### config.mk
export PLATFORM = sky130hd
export DESIGN_NAME = thunderbird_sequencer
export DESIGN_NICKNAME = d
export VERILOG_FILES = /design/src/rtl/thunderbird_sequencer.sv
export SDC_FILE = /design/constraint.sdc
export NUM_CORES = 1
export LEC_CHECK = 0
export ABC_AREA = 0
export ABC_CLOCK_PERIOD_IN_PS = 2090
export BUFFER_PORTS_ARGS = -buffer_cell sky130_fd_sc_hd__buf_2
export CORE_MARGIN = 2
export CORE_UTILIZATION = 49
export DETAILED_ROUTE_END_ITERATION = 12
export PLACE_DENSITY = 0.79
export SLEW_MARGIN = 40
export SYNTH_ARGS = -nofsm -noshare
export SYNTH_HDL_FRONTEND = slang
export SYNTH_SLANG_ARGS = --single-unit
### constraint.sdc
create_clock -name clk -period 2.09 [get_ports clk]
set_clock_uncertainty 0.1 [all_clocks]
set_input_delay 0.627 -clock clk [delete_from_list [all_inputs] [get_ports clk]]
set_output_delay 0.627 -clock clk [all_outputs]
set_load 0.1 [all_outputs]
### src/rtl/thunderbird_sequencer.sv
// thunderbird_sequencer
//   Taillight controller for the six-lamp Thunderbird bank. One FSM arbitrates
//   left, right and hazard requests so the two sides can never run conflicting
//   patterns. All activity is qualified by the one-cycle divider pulse `tick`.
//
// Ports
//   clk         board clock
//   rst         asynchronous, active-high reset
//   tick        one-cycle enable pulse from the clock divider
//   left_req    left-turn request (level)
//   right_req   right-turn request (level)
//   hazard_req  hazard request (level)
//   lights      [5:3] left group (inner = bit 3), [2:0] right group (inner = bit 2)
//   mode        00 idle, 01 right, 10 left, 11 hazard
//   busy        high whenever the FSM is not in IDLE
//   seq_done    one-cycle pulse on the first IDLE cycle after a completed turn
//
// state   | meaning
// --------+---------------------------------------------
// IDLE    | all lamps dark, waiting for a request on a tick
// L1..L3  | left sweep, one more lamp lit per step
// R1..R3  | right sweep, one more lamp lit per step
// HAZ_ON  | hazard flash, all six lamps lit
// HAZ_OFF | hazard flash, all six lamps dark
module thunderbird_sequencer #(
  parameter int DWELL_TICKS = 1
) (
  input  logic       clk,
  input  logic       rst,
  input  logic       tick,
  input  logic       left_req,
  input  logic       right_req,
  input  logic       hazard_req,
  output logic [5:0] lights,
  output logic [1:0] mode,
  output logic       busy,
  output logic       seq_done
);

  typedef enum logic [3:0] {
    IDLE, L1, L2, L3, R1, R2, R3, HAZ_ON, HAZ_OFF
  } state_t;

  localparam logic [3:0] DWELL_LAST = 4'(DWELL_TICKS - 1);

  state_t     state_q, state_d;
  logic [3:0] dwell_q, dwell_d;
  logic [5:0] lights_q, lights_d;
  logic [1:0] mode_q, mode_d;
  logic       busy_q, busy_d;
  logic       seq_done_q, seq_done_d;
  logic       haz;
  logic       step;

  always_comb begin
    // Simultaneous left and right collapses into hazard.
    haz        = hazard_req | (left_req & right_req);
    step       = tick & (dwell_q == DWELL_LAST);
    state_d    = state_q;
    dwell_d    = dwell_q;
    seq_done_d = 1'b0;

    if (state_q == IDLE) begin
      dwell_d = 4'd0;
    end else if (tick) begin
      dwell_d = step ? 4'd0 : dwell_q + 4'd1;
    end

    case (state_q)
      IDLE: begin
        if (tick) begin
          if (haz)            state_d = HAZ_ON;
          else if (left_req)  state_d = L1;
          else if (right_req) state_d = R1;
        end
      end
      // Turn sweeps ignore their own request level; only hazard can abort.
      L1: if (step) state_d = haz ? HAZ_ON : L2;
      L2: if (step) state_d = haz ? HAZ_ON : L3;
      R1: if (step) state_d = haz ? HAZ_ON : R2;
      R2: if (step) state_d = haz ? HAZ_ON : R3;
      L3, R3: begin
        if (step) begin
          if (haz) begin
            state_d = HAZ_ON;
          end else begin
            state_d    = IDLE;
            seq_done_d = 1'b1;
          end
        end
      end
      HAZ_ON:  if (step) state_d = haz ? HAZ_OFF : IDLE;
      HAZ_OFF: if (step) state_d = haz ? HAZ_ON : IDLE;
      default: state_d = IDLE;
    endcase

    // Outputs are decoded from the next state so they register alongside it.
    lights_d = 6'b000_000;
    mode_d   = 2'b00;
    case (state_d)
      L1:      begin lights_d = 6'b001_000; mode_d = 2'b10; end
      L2:      begin lights_d = 6'b011_000; mode_d = 2'b10; end
      L3:      begin lights_d = 6'b111_000; mode_d = 2'b10; end
      R1:      begin lights_d = 6'b000_100; mode_d = 2'b01; end
      R2:      begin lights_d = 6'b000_110; mode_d = 2'b01; end
      R3:      begin lights_d = 6'b000_111; mode_d = 2'b01; end
      HAZ_ON:  begin lights_d = 6'b111_111; mode_d = 2'b11; end
      HAZ_OFF: begin lights_d = 6'b000_000; mode_d = 2'b11; end
      default: begin lights_d = 6'b000_000; mode_d = 2'b00; end
    endcase
    busy_d = (state_d != IDLE);
  end

  always_ff @(posedge clk or posedge rst) begin
    if (rst) begin
      state_q    <= IDLE;
      dwell_q    <= 4'd0;
      lights_q   <= 6'b000_000;
      mode_q     <= 2'b00;
      busy_q     <= 1'b0;
      seq_done_q <= 1'b0;
    end else begin
      state_q    <= state_d;
      dwell_q    <= dwell_d;
      lights_q   <= lights_d;
      mode_q     <= mode_d;
      busy_q     <= busy_d;
      seq_done_q <= seq_done_d;
    end
  end

  assign lights   = lights_q;
  assign mode     = mode_q;
  assign busy     = busy_q;
  assign seq_done = seq_done_q;

endmodule

== Word level (Yosys, flattened, before mapping) ==
Memory sizes are Yosys's and may differ from the RTL's. A register that Yosys moved wholly into a read port is not among the register bits.
Index checks and enable logic that the tools add are counted.
W data, S select, Z words.
Storage, ports and cells
  flip-flop bits (word level): 10
  input bits: 6
  bits in read-only memories: 128
  word-level logic and storage cells: 46
  memories kept: 1
Operators by class
  bitwise logic cells: 3
  eq/ne operators: 8
  muxes and demuxes: 23
  reductions and logical operators: 6
  add/subtract/negate cells: 1
Memory list
  (no name shown): depth 16, width 8, rd ports 1, clocked after memory_dff 1, wr ports 0, line 100  | case (state_d)
Operators by type and width (number)
  $mux W4: 14
  $pmux W4 S7: 1
  $eq A4 B3 Y1 const B: 4
  $mux W3: 3
  $eq A4 B2 Y1 const B: 2
  $logic_not A4 Y1: 2
  $add A4 B1 Y4 const B: 1
  $eq A4 B1 Y1 const B: 1
  $eq A4 B4 Y1 const B: 1
  $mux W1: 4
  $reduce_bool A4 Y1: 1
  $reduce_or A3 Y1: 1
  $and A1 B1 Y1: 2
  $mux W2: 1
  $reduce_bool A2 Y1: 1
  $reduce_or A2 Y1: 1
  $or A1 B1 Y1: 1

== Depth between registers and ports, before layout ==
Gate-level depths: netlist of run 1.
  depth in word-level cells: 6
  depth in mapped cells: 10

== Worst setup path before layout of run 1 ==
OpenSTA, ideal clock, no wires.
  kind: input to register
  start: input port tick
  end: register mode_q[1], in the netlist mode[1]
  stages: 7
  arrival time: 2.020 ns
  required time: 1.919 ns
  library setup time: 0.071 ns
  path slack: -0.101 ns
  path through: nor4bb_1 > buf_4 > mux2i_1 > o21ai_2 > a211oi_4 > maj3_2 > nand2b_1
Between the ends
  word-level cells in the longest chain between the ends: 3
  elaborated cells between the ends (all ways): 9
RTL lines
  start: declaration: line 30  | input logic tick,
  $and A1 B1 Y1: line 58  | step = tick & (dwell_q == DWELL_LAST);
  $mux W4, or another cell as far along: line 83  | if (step) begin
  $pmux W4 S7 (*): line 69  | case (state_q)
  end: declaration: line 49  | logic [1:0] mode_q, mode_d;
Mark *: on every way between the ends. The rest lies on a longest branch, timed or not.
A chain may end at the register's enable or synchronous reset.

== Final worst setup path of run 1 ==
  start: register dwell_q[0]
  end: register mode_q[1], in the netlist mode[1]
Between the ends
  word-level cells in the longest chain between the ends: 4
  elaborated cells between the ends (all ways): 9
RTL lines
  start: declaration: line 47  | logic [3:0] dwell_q, dwell_d;
  start signal: assignment: line 124  | dwell_q <= dwell_d;
  $logic_not A4 Y1 (*): line 58
  $and A1 B1 Y1 (*): line 58
  $mux W4, or another cell as far along: line 83
  $pmux W4 S7 (*): line 69
  via state_d[1]: line 46  | state_t state_q, state_d;
The timed path passes the listed nets; every way through them passes the cells marked *.

==> metrics.md, run 1 <==
| Metric | Value |
|---|---|
| Leading cell type in the layout, fill and taps excluded | `buf_4` |
| Final setup TNS | `0 ns` |
| Max FO, Critical Path | `5` |
| Outcome | `finished, final reports clean` |
| Vias/cell | `5.36` |
| RR Startpoint | `dwell_q[0]` |
| Synth warn | `0` |
| First-pass GRT wire length | `4030 um` |
| Pwr Density | `1680 nW/um^2` |
| GRT overflow | `0` |
| Antenna-violating nets left | `0` |
| Most frequent cells in the layout | `buf_4, dfrtp_1, buf_2` |
| Initial antenna violation count | `0` |
| Max cap viols | `0` |
| Clk_lat worst skew | `0.29 ns` |
| Final Setup Violations | `0` |
| Leak Pwr | `0.625 nW` |
| Fillers | `145` |
| Largest net degree at the start of global routing | `19` |
| Core Box Area | `1980 sq um` |
| Clock-pin transition on the worst setup and hold timing paths | `0.09 ns` |
| Number of iterations in the first detailed-routing pass | `4` |
| Avg Cell Area, Syn | `10.2 sq um` |
| CTS Sinks | `18` |
| Fmax | `0.484 GHz` |
| CTS Root Cell | `clkbuf_4` |
| Crit path time final | `2.07 ns` |
| Top Ports | `16` |
| Layout area overhead | `31.8%` |
| Cell mode on critical path | `inv_2` |
| Die area | `2530 sq um` |
| Synthesis-stage register bit count | `18` |
| Post-synth EDFFs | `0` |
| Initial Util | `53.0%` |
| Reg2reg path depth | `10` |
| Clock Path Buffers | `2` |
| Final Cycle Share | `98.9%` |
| Worst setup EP type | `flip-flop` |
| Critical Path RT | `2.17 ns` |
| Register-to-register setup slack | `0.02 ns` |
| Final net count | `149` |
| Drt initial violations | `12` |
| Final Hold Viols | `0` |
| H-tree depth | `1` |
| Crit path DAT | `2.15 ns` |
| Vias | `889` |
| Register area share after synthesis | `42.9%` |
| Tightest Pin Transition | `0.652 ns` |
| Cell Chain, Critical Path | `inv_2 -> ha_4 -> buf_4 -> nand4bb_4 -> and2_0 -> a211oi_2 -> a22o_2 -> inv_2 -> maj3_2 -> nand2b_1` |
| DRC | `0` |
| Vias in the first global route | `878` |
| Count of different cell masters after synthesis | `43` |
| Port bufs | `15` |
| Unrepaired setup endpoints after global routing | `yes` |
| Routed WL | `2250 um` |
| Global-route usage over all layers | `20.7%` |
| Slew Limit Fails | `0` |
| DR WL/cell | `13.6 um` |
| Hold_ws | `0.312 ns` |
| Post-Syn Nets | `111` |
| WS Path Type | `reg -> reg` |
| Chip Width | `50.3 um` |
| Cell count after synthesis | `103` |
| Share of cells above drive strength 1 | `47.5%` |
| Critical path's slowest cell | `dfrtp_1` |
| Placement Rows | `16` |
| RR Endpoint | `mode[1]` |
| Post-DP HPWL | `1630 um` |
| Maximum VDD drop | `0.00128 V` |
| # diodes | `0` |
| Mapped cell area | `1050 sq um` |
| Post-synth ARST share | `100%` |
| Total CTS buffers | `3` |
| CTS tree | `yes` |
| Worst hold path type | `in -> async` |
| Worst slew margin | `56.5%` |
| Die Height | `50.3 um` |
| Largest stage delay on the critical path | `0.40 ns` |
| Top FF cell, synth | `dfrtp_1` |
| Placer Congestion | `0.760` |
| Startpoint Class | `flip-flop` |
-- worst max-delay path by stage --
stage                from   endpoint  slack (ns)  cells past startpoint
2_1_floorplan  dwell_q[0]    mode[1]       -0.03                      9
3_3_place_gp         tick  lights[4]       -0.15                      9
3_5_place_dp    right_req    mode[1]       -0.19                      8
4_1_cts        dwell_q[0]    mode[1]     -0.0004                      9
5_1_grt        dwell_q[0]    mode[1]       -0.13                      9
6_report       dwell_q[0]    mode[1]        0.02                     10
-- through the flow --
| step | util [%] | power (mW) | setup WS [ns] | instances | instance area [sq um] |
|---|---|---|---|---|---|
| 2_1_floorplan | - | 1.65 | -0.0330 | 103 | 1050 |
| 3_3_place_gp | 63.4 | 1.96 | -0.154 | 158 | 1260 |
| 3_5_place_dp | 63.4 | 1.99 | -0.187 | 158 | 1260 |
| 4_1_cts | 68.8 | 2.30 | -0.000424 | 165 | 1360 |
| 5_1_grt | 69.8 | 2.49 | -0.125 | 166 | 1380 |
| 6_report | 69.8 | 2.33 | 0.0230 | 166 | 1380 |
-- cell usage after synthesis (all sizes together) (2+ instances only) --
master	count	area, sq um
nand2b	7	43.8
and2	2	12.5
xor2	2	17.5
nor2b	2	12.5
inv	9	33.8
a211oi	2	32.5
dfrtp	18	450
a21oi	6	37.5
o21ai	4	23.8
nand3	4	20.0
nor3	3	15.0
nand2	4	15.0
nor2	9	33.8
nor4	3	33.8
buf	7	51.3
nand4	2	12.5
ha	2	25.0
-- metal layers --
| layer | track usage, % | share of wire (%) |
|---|---|---|
| met1 | 25.5 | 42 |
| met2 | 35.5 | 52 |
| met5 | 0 | 0 |
| met4 | 7.41 | 3.4 |
| met3 | 4.46 | 2.8 |
-- registers in the layout, indices dropped and copies added (netlist names) --
| register | count |
|---|---|
| lights | 6 |
| dwell_q | 4 |
| state_q | 4 |
| mode | 2 |
| busy | 1 |
| seq_done | 1 |
-- cell families (layout without fill, tap and decap cells) --
family / count (synthesis) / after routing / synth area share, %
fa+ha+maj: 3 / 3 / 3.46
compound gates: 21 / 21 / 18.7
flops: 18 / 18 / 42.9
xor+xnor: 3 / 3 / 2.50
mux: 2 / 2 / 2.03
simple gates: 40 / 40 / 22.3
buf+inv: 16 / 52 / 8.11
-- what timing repair did --
action,in CTS,in global routing
gates resized for setup,9,4
pin swaps,7,4
setup buffers,4,2
hold buffers,0,0
endpoints found under the setup margin,9,9
-- report_power, final --
group | switching [mW] | leakage (nW) | internal, mW
clock network | 0.0967 | 0.0138 | 0.0670
logic | 0.975 | 0.403 | 0.577
registers | 0.139 | 0.208 | 0.477
total | 1.21 | 0.625 | 1.12
-- cell type report --
type / instances / area (sq um) / area share, %
tap: 27 / 33.8 / 2.44
timing repair buffer: 40 / 270 / 19.5
multi-input combinational: 69 / 573 / 41.4
clock buffer: 3 / 22.5 / 1.63
sequential: 18 / 450 / 32.5
inverter: 9 / 33.8 / 2.44
-- worst max-delay path, delay by kind of cell (launching register included) --
| kind | cells | cell delay [ns] |
|---|---|---|
| AND/OR/NAND/NOR | 3 | 0.47 |
| flip-flops | 1 | 0.40 |
| buffers and inverters | 3 | 0.23 |
| adder cells (fa/ha/maj) | 2 | 0.42 |
| AO/OA/AOI/OAI | 2 | 0.33 |
Power figures use the tool's default switching activity.
==> run 2, diff against run 1 <==
--- a/config.mk
+++ b/config.mk
@@ -5,13 +5,13 @@
 export SDC_FILE = /design/constraint.sdc
 export NUM_CORES = 1
 export LEC_CHECK = 0
-export ABC_AREA = 0
-export ABC_CLOCK_PERIOD_IN_PS = 2090
+export ABC_AREA = 1
+export ABC_CLOCK_PERIOD_IN_PS = 2270
 export BUFFER_PORTS_ARGS = -buffer_cell sky130_fd_sc_hd__buf_2
 export CORE_MARGIN = 2
-export CORE_UTILIZATION = 49
+export CORE_UTILIZATION = 30
 export DETAILED_ROUTE_END_ITERATION = 12
-export PLACE_DENSITY = 0.79
+export PLACE_DENSITY = 0.54
 export SLEW_MARGIN = 40
 export SYNTH_ARGS = -nofsm -noshare
 export SYNTH_HDL_FRONTEND = slang
==> constraint.sdc (replaced) <==
create_clock -name clk -period 2.27 [get_ports clk]
set_clock_uncertainty 0.1 [all_clocks]
set_input_delay 0.681 -clock clk [delete_from_list [all_inputs] [get_ports clk]]
set_output_delay 0.681 -clock clk [all_outputs]
set_load 0.1 [all_outputs]
==> metrics.md, run 2 <==
| Metric | Value |
|---|---|
| Outcome | `finished, final reports clean (unchanged)` |
| Unrepaired setup endpoints after global routing | `no (was yes)` |
| Cell Chain, Critical Path | `inv_1 -> ha_1 -> nand2_2 -> clkinv_2 -> nand2_4 -> nor2_4 -> a21oi_1 -> nand2_1 -> nand2_1 -> nand2_1 -> nand2_1 -> nand2_1 (was inv_2 -> ha_4 -> buf_4 -> nand4bb_4 -> and2_0 -> a211oi_2 -> a22o_2 -> inv_2 -> maj3_2 -> nand2b_1)` |
| Post-Synth Simple-Gate Area | `35.7% (was 22.3%)` |
| Count of different cell masters after synthesis | `26 (was 43)` |
| Layout area overhead | `15.3% (was 31.8%)` |
| Max FO, Critical Path | `6 (was 5)` |
| Cell count after synthesis | `131 (was 103)` |
| Worst setup EP type | `flip-flop (unchanged)` |
| First-pass GRT wire length | `3910 um (was 4030 um)` |
| RR Startpoint | `dwell_q[0] (unchanged)` |
| Hold buffers post-CTS | `0 (unchanged)` |
| Synth warn | `0 (unchanged)` |
| WP buf/inv | `2 (was 3)` |
| Routed WL | `2070 um (was 2250 um)` |
| Worst hold path type | `in -> async (unchanged)` |
| Largest family of logic cells by synthesized area | `simple AND/OR/NAND/NOR gates (unchanged)` |
| # diodes | `0 (unchanged)` |
| Post-synth top cells | `nand2_1, inv_1, dfrtp_1, nor2_1, nand3_1 (was dfrtp_1, nor2_1, inv_1, nand2b_1)` |
| Initial antenna violation count | `0 (unchanged)` |
| Synth area leader | `dfrtp_1 (unchanged)` |
| Post-Syn Nets | `139 (was 111)` |
| Crit path time final | `1.88 ns (was 2.07 ns)` |
| Register-to-register setup slack | `0.39 ns (was 0.02 ns)` |
| Core Box Area | `3310 sq um (was 1980 sq um)` |
| Reg2reg path depth | `12 (was 10)` |
| Fillers | `371 (was 145)` |
| Top FF cell, synth | `dfrtp_1 (unchanged)` |
| Number of iterations in the first detailed-routing pass | `4 (unchanged)` |
| Met2 global-route usage | `21.4% (was 35.5%)` |
| Final core area utilization | `35.9% (was 69.8%)` |
| Count leader, synth | `nand2_1 (was dfrtp_1)` |
| Seq. cell area | `450 sq um (unchanged)` |
| Design area | `1190 sq um (was 1380 sq um)` |
| Clk_lat worst skew | `0.29 ns (about the same)` |
| Leading cell type in the layout, fill and taps excluded | `nand2_1 (was buf_4)` |
| GRT overflow | `0 (unchanged)` |
| Final setup TNS | `0 ns (unchanged)` |
| Pre-CTS setup slack | `0.248 ns (was -0.187 ns)` |
| Synth top area share | `43.7% (was 42.9%)` |
| DRC | `0 (unchanged)` |
| Largest net degree at the start of global routing | `19 (unchanged)` |
| DR WL/cell | `10.6 um (was 13.6 um)` |
| Avg Cell Area, Syn | `7.86 sq um (was 10.2 sq um)` |
| Final net count | `158 (was 149)` |
| H-tree depth | `1 (unchanged)` |
| Top Ports | `16 (unchanged)` |
| Mux share of post-synthesis cell area | `0% (was 2.03%)` |
| Placer Congestion | `0.906 (was 0.760)` |
| Register area share after synthesis | `43.7% (was 42.9%)` |
| XOR/XNOR share of the synthesized area | `0.851% (was 2.50%)` |
| Setup bufs post-CTS | `0 (was 4)` |
| Final Hold Viols | `0 (unchanged)` |
| Clock-pin transition on the worst setup and hold timing paths | `0.10 ns (was 0.09 ns)` |
| Drt initial violations | `45 (was 12)` |
| Post-synth EDFFs | `0 (unchanged)` |
| Grt met3 use | `4.14% (was 4.46%)` |
| Crit path DAT | `1.96 ns (was 2.15 ns)` |
| Vias in the first global route | `930 (was 878)` |
| CTS tree | `yes (unchanged)` |
| Vias/cell | `4.48 (was 5.36)` |
| Final Setup Violations | `0 (unchanged)` |
| Dpl cell area | `1150 sq um (was 1260 sq um)` |
| Tightest Pin Transition | `0.667 ns (was 0.652 ns)` |
| GRT busiest layer | `met2 (unchanged)` |
| CTS Sinks | `18 (unchanged)` |
| Max cap viols | `0 (unchanged)` |
| Slew Limit Fails | `0 (unchanged)` |
| M1 GR Usage | `14.8% (was 25.5%)` |
| Critical path's slowest cell | `dfrtp_1 (unchanged)` |
| Post-Synth Adder-Cell Area | `2.43% (was 3.46%)` |
| Mapped cell area | `1030 sq um (was 1050 sq um)` |
| Startpoint Class | `flip-flop (unchanged)` |
| Max FFs per register | `6 (unchanged)` |
| Total CTS buffers | `3 (unchanged)` |
| Placement Rows | `21 (was 16)` |
| Synthesis-stage register bit count | `18 (unchanged)` |
| Post-DP HPWL | `1670 um (was 1630 um)` |
| Fin worst setup slack | `0.394 ns (was 0.0230 ns)` |
| Clock Path Buffers | `2 (unchanged)` |
| Port bufs | `15 (unchanged)` |
| Largest stage delay on the critical path | `0.38 ns (was 0.40 ns)` |
| CTS Root Cell | `clkbuf_4 (unchanged)` |
| Antenna-violating nets left | `0 (unchanged)` |
| Initial Util | `31.1% (was 53.0%)` |
| Global-route usage over all layers | `12.3% (was 20.7%)` |
| Die Height | `62.6 um (was 50.3 um)` |
| CP top delay family | `simple AND/OR/NAND/NOR gates (unchanged)` |
| Fmax | `0.533 GHz (was 0.484 GHz)` |
| Share of cells above drive strength 1 | `24.2% (was 47.5%)` |
| Most frequent cells in the layout | `nand2_1, inv_1, dfrtp_1 (was buf_4, dfrtp_1, buf_2)` |
| Final Cycle Share | `82.7% (was 98.9%)` |
| Die area | `3920 sq um (was 2530 sq um)` |
| Post-synth ARST share | `100% (unchanged)` |
| WS Path Type | `reg -> reg (unchanged)` |
| Cell mode on critical path | `nand2_1 (was inv_2)` |
| RR Endpoint | `mode[1] (unchanged)` |
| Compound-gate portion of the synthesized area | `8.38% (was 18.7%)` |
| Critical Path RT | `2.35 ns (was 2.17 ns)` |
| Vias | `873 (was 889)` |
| Post-CTS Resized | `0 (was 9)` |
| Largest cells by area after synthesis | `dfrtp_1, nand2_1, inv_1, nor2_1, nand3_1 (was dfrtp_1, nand2b_1, nor2_1, buf_4, inv_1)` |
| Worst slew margin | `55.5% (was 56.5%)` |
| Chip Width | `62.6 um (was 50.3 um)` |
| Multi-input logic area | `488 sq um (was 573 sq um)` |
[run 2: changes by cell type after synthesis, moves of 3 or more]
cell      delta
buf_4        -4
inv_1       +12
nand2_1     +31
nand2_2      +3
nand2b_1     -7
nand3_1      +3
nor2_1       +4
nor2_2       +4
nor2_4       +3
nor3_1       -3
[run 2: final cells by class]
cell class,instances,area share [%]
multi-input combinational,91,41.1
sequential,18,37.9
inverter,21,6.74
timing repair buffer,15,6.32
tap,46,4.85
clock buffer,4,3.06
[run 2: worst register-to-register path, stage by stage (launching register included)]
cell and delay [ns]:
dfrtp_1 0.38, inv_1 0.08, ha_1 0.22, nand2_2 0.11
clkinv_2 0.07, nand2_4 0.11, nor2_4 0.06, a21oi_1 0.22
nand2_1 0.11, nand2_1 0.11, nand2_1 0.06, nand2_1 0.08
nand2_1 0.05
[run 2: how the worst max path moves through the flow]
| stage | startpoint | to | slack, ns | cells past startpoint |
|---|---|---|---|---|
| 3_3_place_gp | tick | mode[1] | 0.24 | 11 |
| 5_1_grt | dwell_q[0] | mode[1] | 0.15 | 12 |
| 3_5_place_dp | tick | mode[1] | 0.25 | 11 |
| 4_1_cts | dwell_q[0] | mode[1] | 0.38 | 12 |
| 6_report | dwell_q[0] | mode[1] | 0.39 | 12 |
| 2_1_floorplan | tick | mode[1] | 0.57 | 10 |
[run 2: kinds of logic after synthesis]
family,count (synthesis)
AO/OA/AOI/OAI,14
XOR/XNOR,1
adder cells (fa/ha/maj),2
buffers and inverters,22
flip-flops,18
AND/OR/NAND/NOR,74
[run 2: through the flow]
step	instances	hold WS [ns]
2_1_floorplan	131	0.402
3_5_place_dp	191	0.448
5_1_grt	195	0.428
3_3_place_gp	191	0.431
4_1_cts	195	0.390
6_report	195	0.372
[run 2: metal layers]
metal / share of wire, % / vias up
li1: - / 446
met1: 44 / 409
met2: 50 / 14
met3: 3.9 / 4
met4: 1.3 / 0
met5: 0 / -
Power of run 2 is not shown: default switching activity piles up to over one toggle a cycle in this logic, so the estimate is an artifact.
==> run 3, diff against run 2 <==
--- a/config.mk
+++ b/config.mk
@@ -6,7 +6,7 @@
 export NUM_CORES = 1
 export LEC_CHECK = 0
 export ABC_AREA = 1
-export ABC_CLOCK_PERIOD_IN_PS = 2270
+export ABC_CLOCK_PERIOD_IN_PS = 1800
 export BUFFER_PORTS_ARGS = -buffer_cell sky130_fd_sc_hd__buf_2
 export CORE_MARGIN = 2
 export CORE_UTILIZATION = 30
==> constraint.sdc (replaced) <==
create_clock -name clk -period 1.8 [get_ports clk]
set_clock_uncertainty 0.1 [all_clocks]
set_input_delay 0.54 -clock clk [delete_from_list [all_inputs] [get_ports clk]]
set_output_delay 0.54 -clock clk [all_outputs]
set_load 0.1 [all_outputs]
==> metrics.md, run 3 (same netlist as run 2, synthesis figures left out) <==
| Metric | Value |
|---|---|
| DRC | `0 (unchanged)` |
| RR Startpoint | `dwell_q[1] (was dwell_q[0])` |
| Port bufs | `15 (unchanged)` |
| Worst setup EP type | `flip-flop (unchanged)` |
| CTS Root Cell | `clkbuf_4 (unchanged)` |
| Routed WL | `2410 um (was 2070 um)` |
| Fmax | `0.570 GHz (was 0.533 GHz)` |
| H-tree depth | `1 (unchanged)` |
| Slew Limit Fails | `0 (unchanged)` |
| Crit path time final | `1.76 ns (was 1.88 ns)` |
| Vias in the first global route | `976 (was 930)` |
| WS Path Type | `reg -> reg (unchanged)` |
| Fillers | `368 (was 371)` |
| Placer Congestion | `0.962 (was 0.906)` |
| Max FO, Critical Path | `6 (unchanged)` |
| CTS tree | `yes (unchanged)` |
| Worst hold path type | `in -> async (unchanged)` |
| DR WL/cell | `11.1 um (was 10.6 um)` |
| Antenna-violating nets left | `0 (unchanged)` |
| Max FFs per register | `6 (unchanged)` |
| GRT overflow | `0 (unchanged)` |
| Pre-CTS setup slack | `-0.0137 ns (was 0.248 ns)` |
| Most frequent cells in the layout | `nand2_1, buf_4, inv_1, dfrtp_1, buf_2 (was nand2_1, inv_1, dfrtp_1)` |
| Final Hold Viols | `0 (unchanged)` |
| Die Height | `62.6 um (unchanged)` |
| Vias | `969 (was 873)` |
| Seq. cell area | `453 sq um (was 450 sq um)` |
| RR Endpoint | `lights[4] (was mode[1])` |
| Cell Chain, Critical Path | `inv_2 -> ha_4 -> nand2_4 -> inv_4 -> nand2_8 -> nor2_4 -> nor2_1 -> nand2_1 -> nand2_2 -> buf_4 -> o21a_1 (was inv_1 -> ha_1 -> nand2_2 -> clkinv_2 -> nand2_4 -> nor2_4 -> a21oi_1 -> nand2_1 -> nand2_1 -> nand2_1 -> nand2_1 -> nand2_1)` |
| Final Setup Violations | `0 (unchanged)` |
| Number of iterations in the first detailed-routing pass | `4 (unchanged)` |
| Final Cycle Share | `97.5% (was 82.7%)` |
| First-pass GRT wire length | `3960 um (was 3910 um)` |
| Drt initial violations | `42 (was 45)` |
| Tightest Pin Transition | `0.487 ns (was 0.667 ns)` |
| Worst slew margin | `67.7% (was 55.5%)` |
| Layout area overhead | `37.4% (was 15.3%)` |
| Core Box Area | `3310 sq um (unchanged)` |
| Die area | `3920 sq um (unchanged)` |
| Chip Width | `62.6 um (unchanged)` |
| Clock Path Buffers | `2 (unchanged)` |
| Startpoint Class | `flip-flop (unchanged)` |
| Critical path's slowest cell | `dfrtp_1 (unchanged)` |
| Initial Util | `31.1% (unchanged)` |
| Outcome | `finished, final reports clean (unchanged)` |
| Vias/cell | `4.47 (was 4.48)` |
| Clock-pin transition on the worst setup and hold timing paths | `0.10 ns (about the same)` |
| Final net count | `180 (was 158)` |
| Critical Path RT | `1.88 ns (was 2.35 ns)` |
| Crit path DAT | `1.84 ns (was 1.96 ns)` |
| Unrepaired setup endpoints after global routing | `yes (was no)` |
| Share of cells above drive strength 1 | `42.1% (was 24.2%)` |
| Register-to-register setup slack | `0.04 ns (was 0.39 ns)` |
| Clk_lat worst skew | `0.29 ns (about the same)` |
| Initial antenna violation count | `0 (unchanged)` |
| Placement Rows | `21 (unchanged)` |
| Top Ports | `16 (unchanged)` |
| Post-DP HPWL | `1710 um (was 1670 um)` |
| Max cap viols | `0 (unchanged)` |
| Total CTS buffers | `3 (unchanged)` |
| Global-route usage over all layers | `12.4% (was 12.3%)` |
| Reg2reg path depth | `11 (was 12)` |
| Multi-input logic area | `547 sq um (was 488 sq um)` |
| CTS Sinks | `18 (unchanged)` |
| Largest stage delay on the critical path | `0.41 ns (was 0.38 ns)` |
| Fin worst setup slack | `0.0447 ns (was 0.394 ns)` |
| Largest net degree at the start of global routing | `19 (unchanged)` |
| Leading cell type in the layout, fill and taps excluded | `nand2_1 (unchanged)` |
| # diodes | `0 (unchanged)` |
==> run 3: changes by cell type in the layout (fill, tap and decap cells not counted), sizes merged <==
cell    before  now
buf         15   37
inv         20   21
clkinv       1    0
==> run 3: how the worst max path moves through the flow <==
stage                           from         to  slack (ns)
final                     dwell_q[1]  lights[4]        0.04
after global placement          tick    mode[1]       -0.02
after global routing      dwell_q[1]    mode[1]       -0.08
after floorplan           dwell_q[0]    mode[1]        0.16
after detailed placement        tick    mode[1]       -0.01
after CTS                 dwell_q[0]    mode[1]        0.01
==> run 3: final cells by class <==
cell class	count	share of cell area (%)
flip-flops and latches	18	32.0
well taps	46	4.07
repair buffers	37	17.0
multi-input cells	91	38.6
clock buffers	4	2.56
inverters	21	5.75
==> run 3: routing by layer <==
layer	global-route usage (%)	vias to the layer above	wire [um]
met3	3.78	0	74
li1	-	489	-
met5	0	-	0
met2	22.4	14	1300
met4	1.67	0	0
met1	14.6	466	1030
==> run 3: metrics by stage <==
| step | std cells | cell area, sq um | setup TNS, ns | utilization, % | hold slack [ns] |
|---|---|---|---|---|---|
| 2_1_floorplan | 131 | 1030 | 0 | - | 0.379 |
| 3_3_place_gp | 203 | 1240 | -0.0365 | 37.5 | 0.436 |
| 3_5_place_dp | 203 | 1240 | -0.0137 | 37.5 | 0.442 |
| 4_1_cts | 207 | 1280 | 0 | 38.6 | 0.142 |
| 5_1_grt | 217 | 1420 | -0.198 | 42.7 | 0.166 |
| 6_report | 217 | 1420 | 0 | 42.7 | 0.138 |
==> run 3: what timing repair did <==
action	CTS	global route
buffers inserted	0	10
gates resized for setup	0	19
endpoints found under the setup margin	0	5
hold buffers	0	0
==> run 3: worst max-delay path, delay by kind of cell, from the launching register on <==
family,cells,cell delay (ns)
AND/OR/NAND/NOR,6,0.52
flip-flops,1,0.41
buffers and inverters,3,0.31
AO/OA/AOI/OAI,1,0.17
adder cells (fa/ha/maj),1,0.15
Power of run 3 is left out for the same reason.
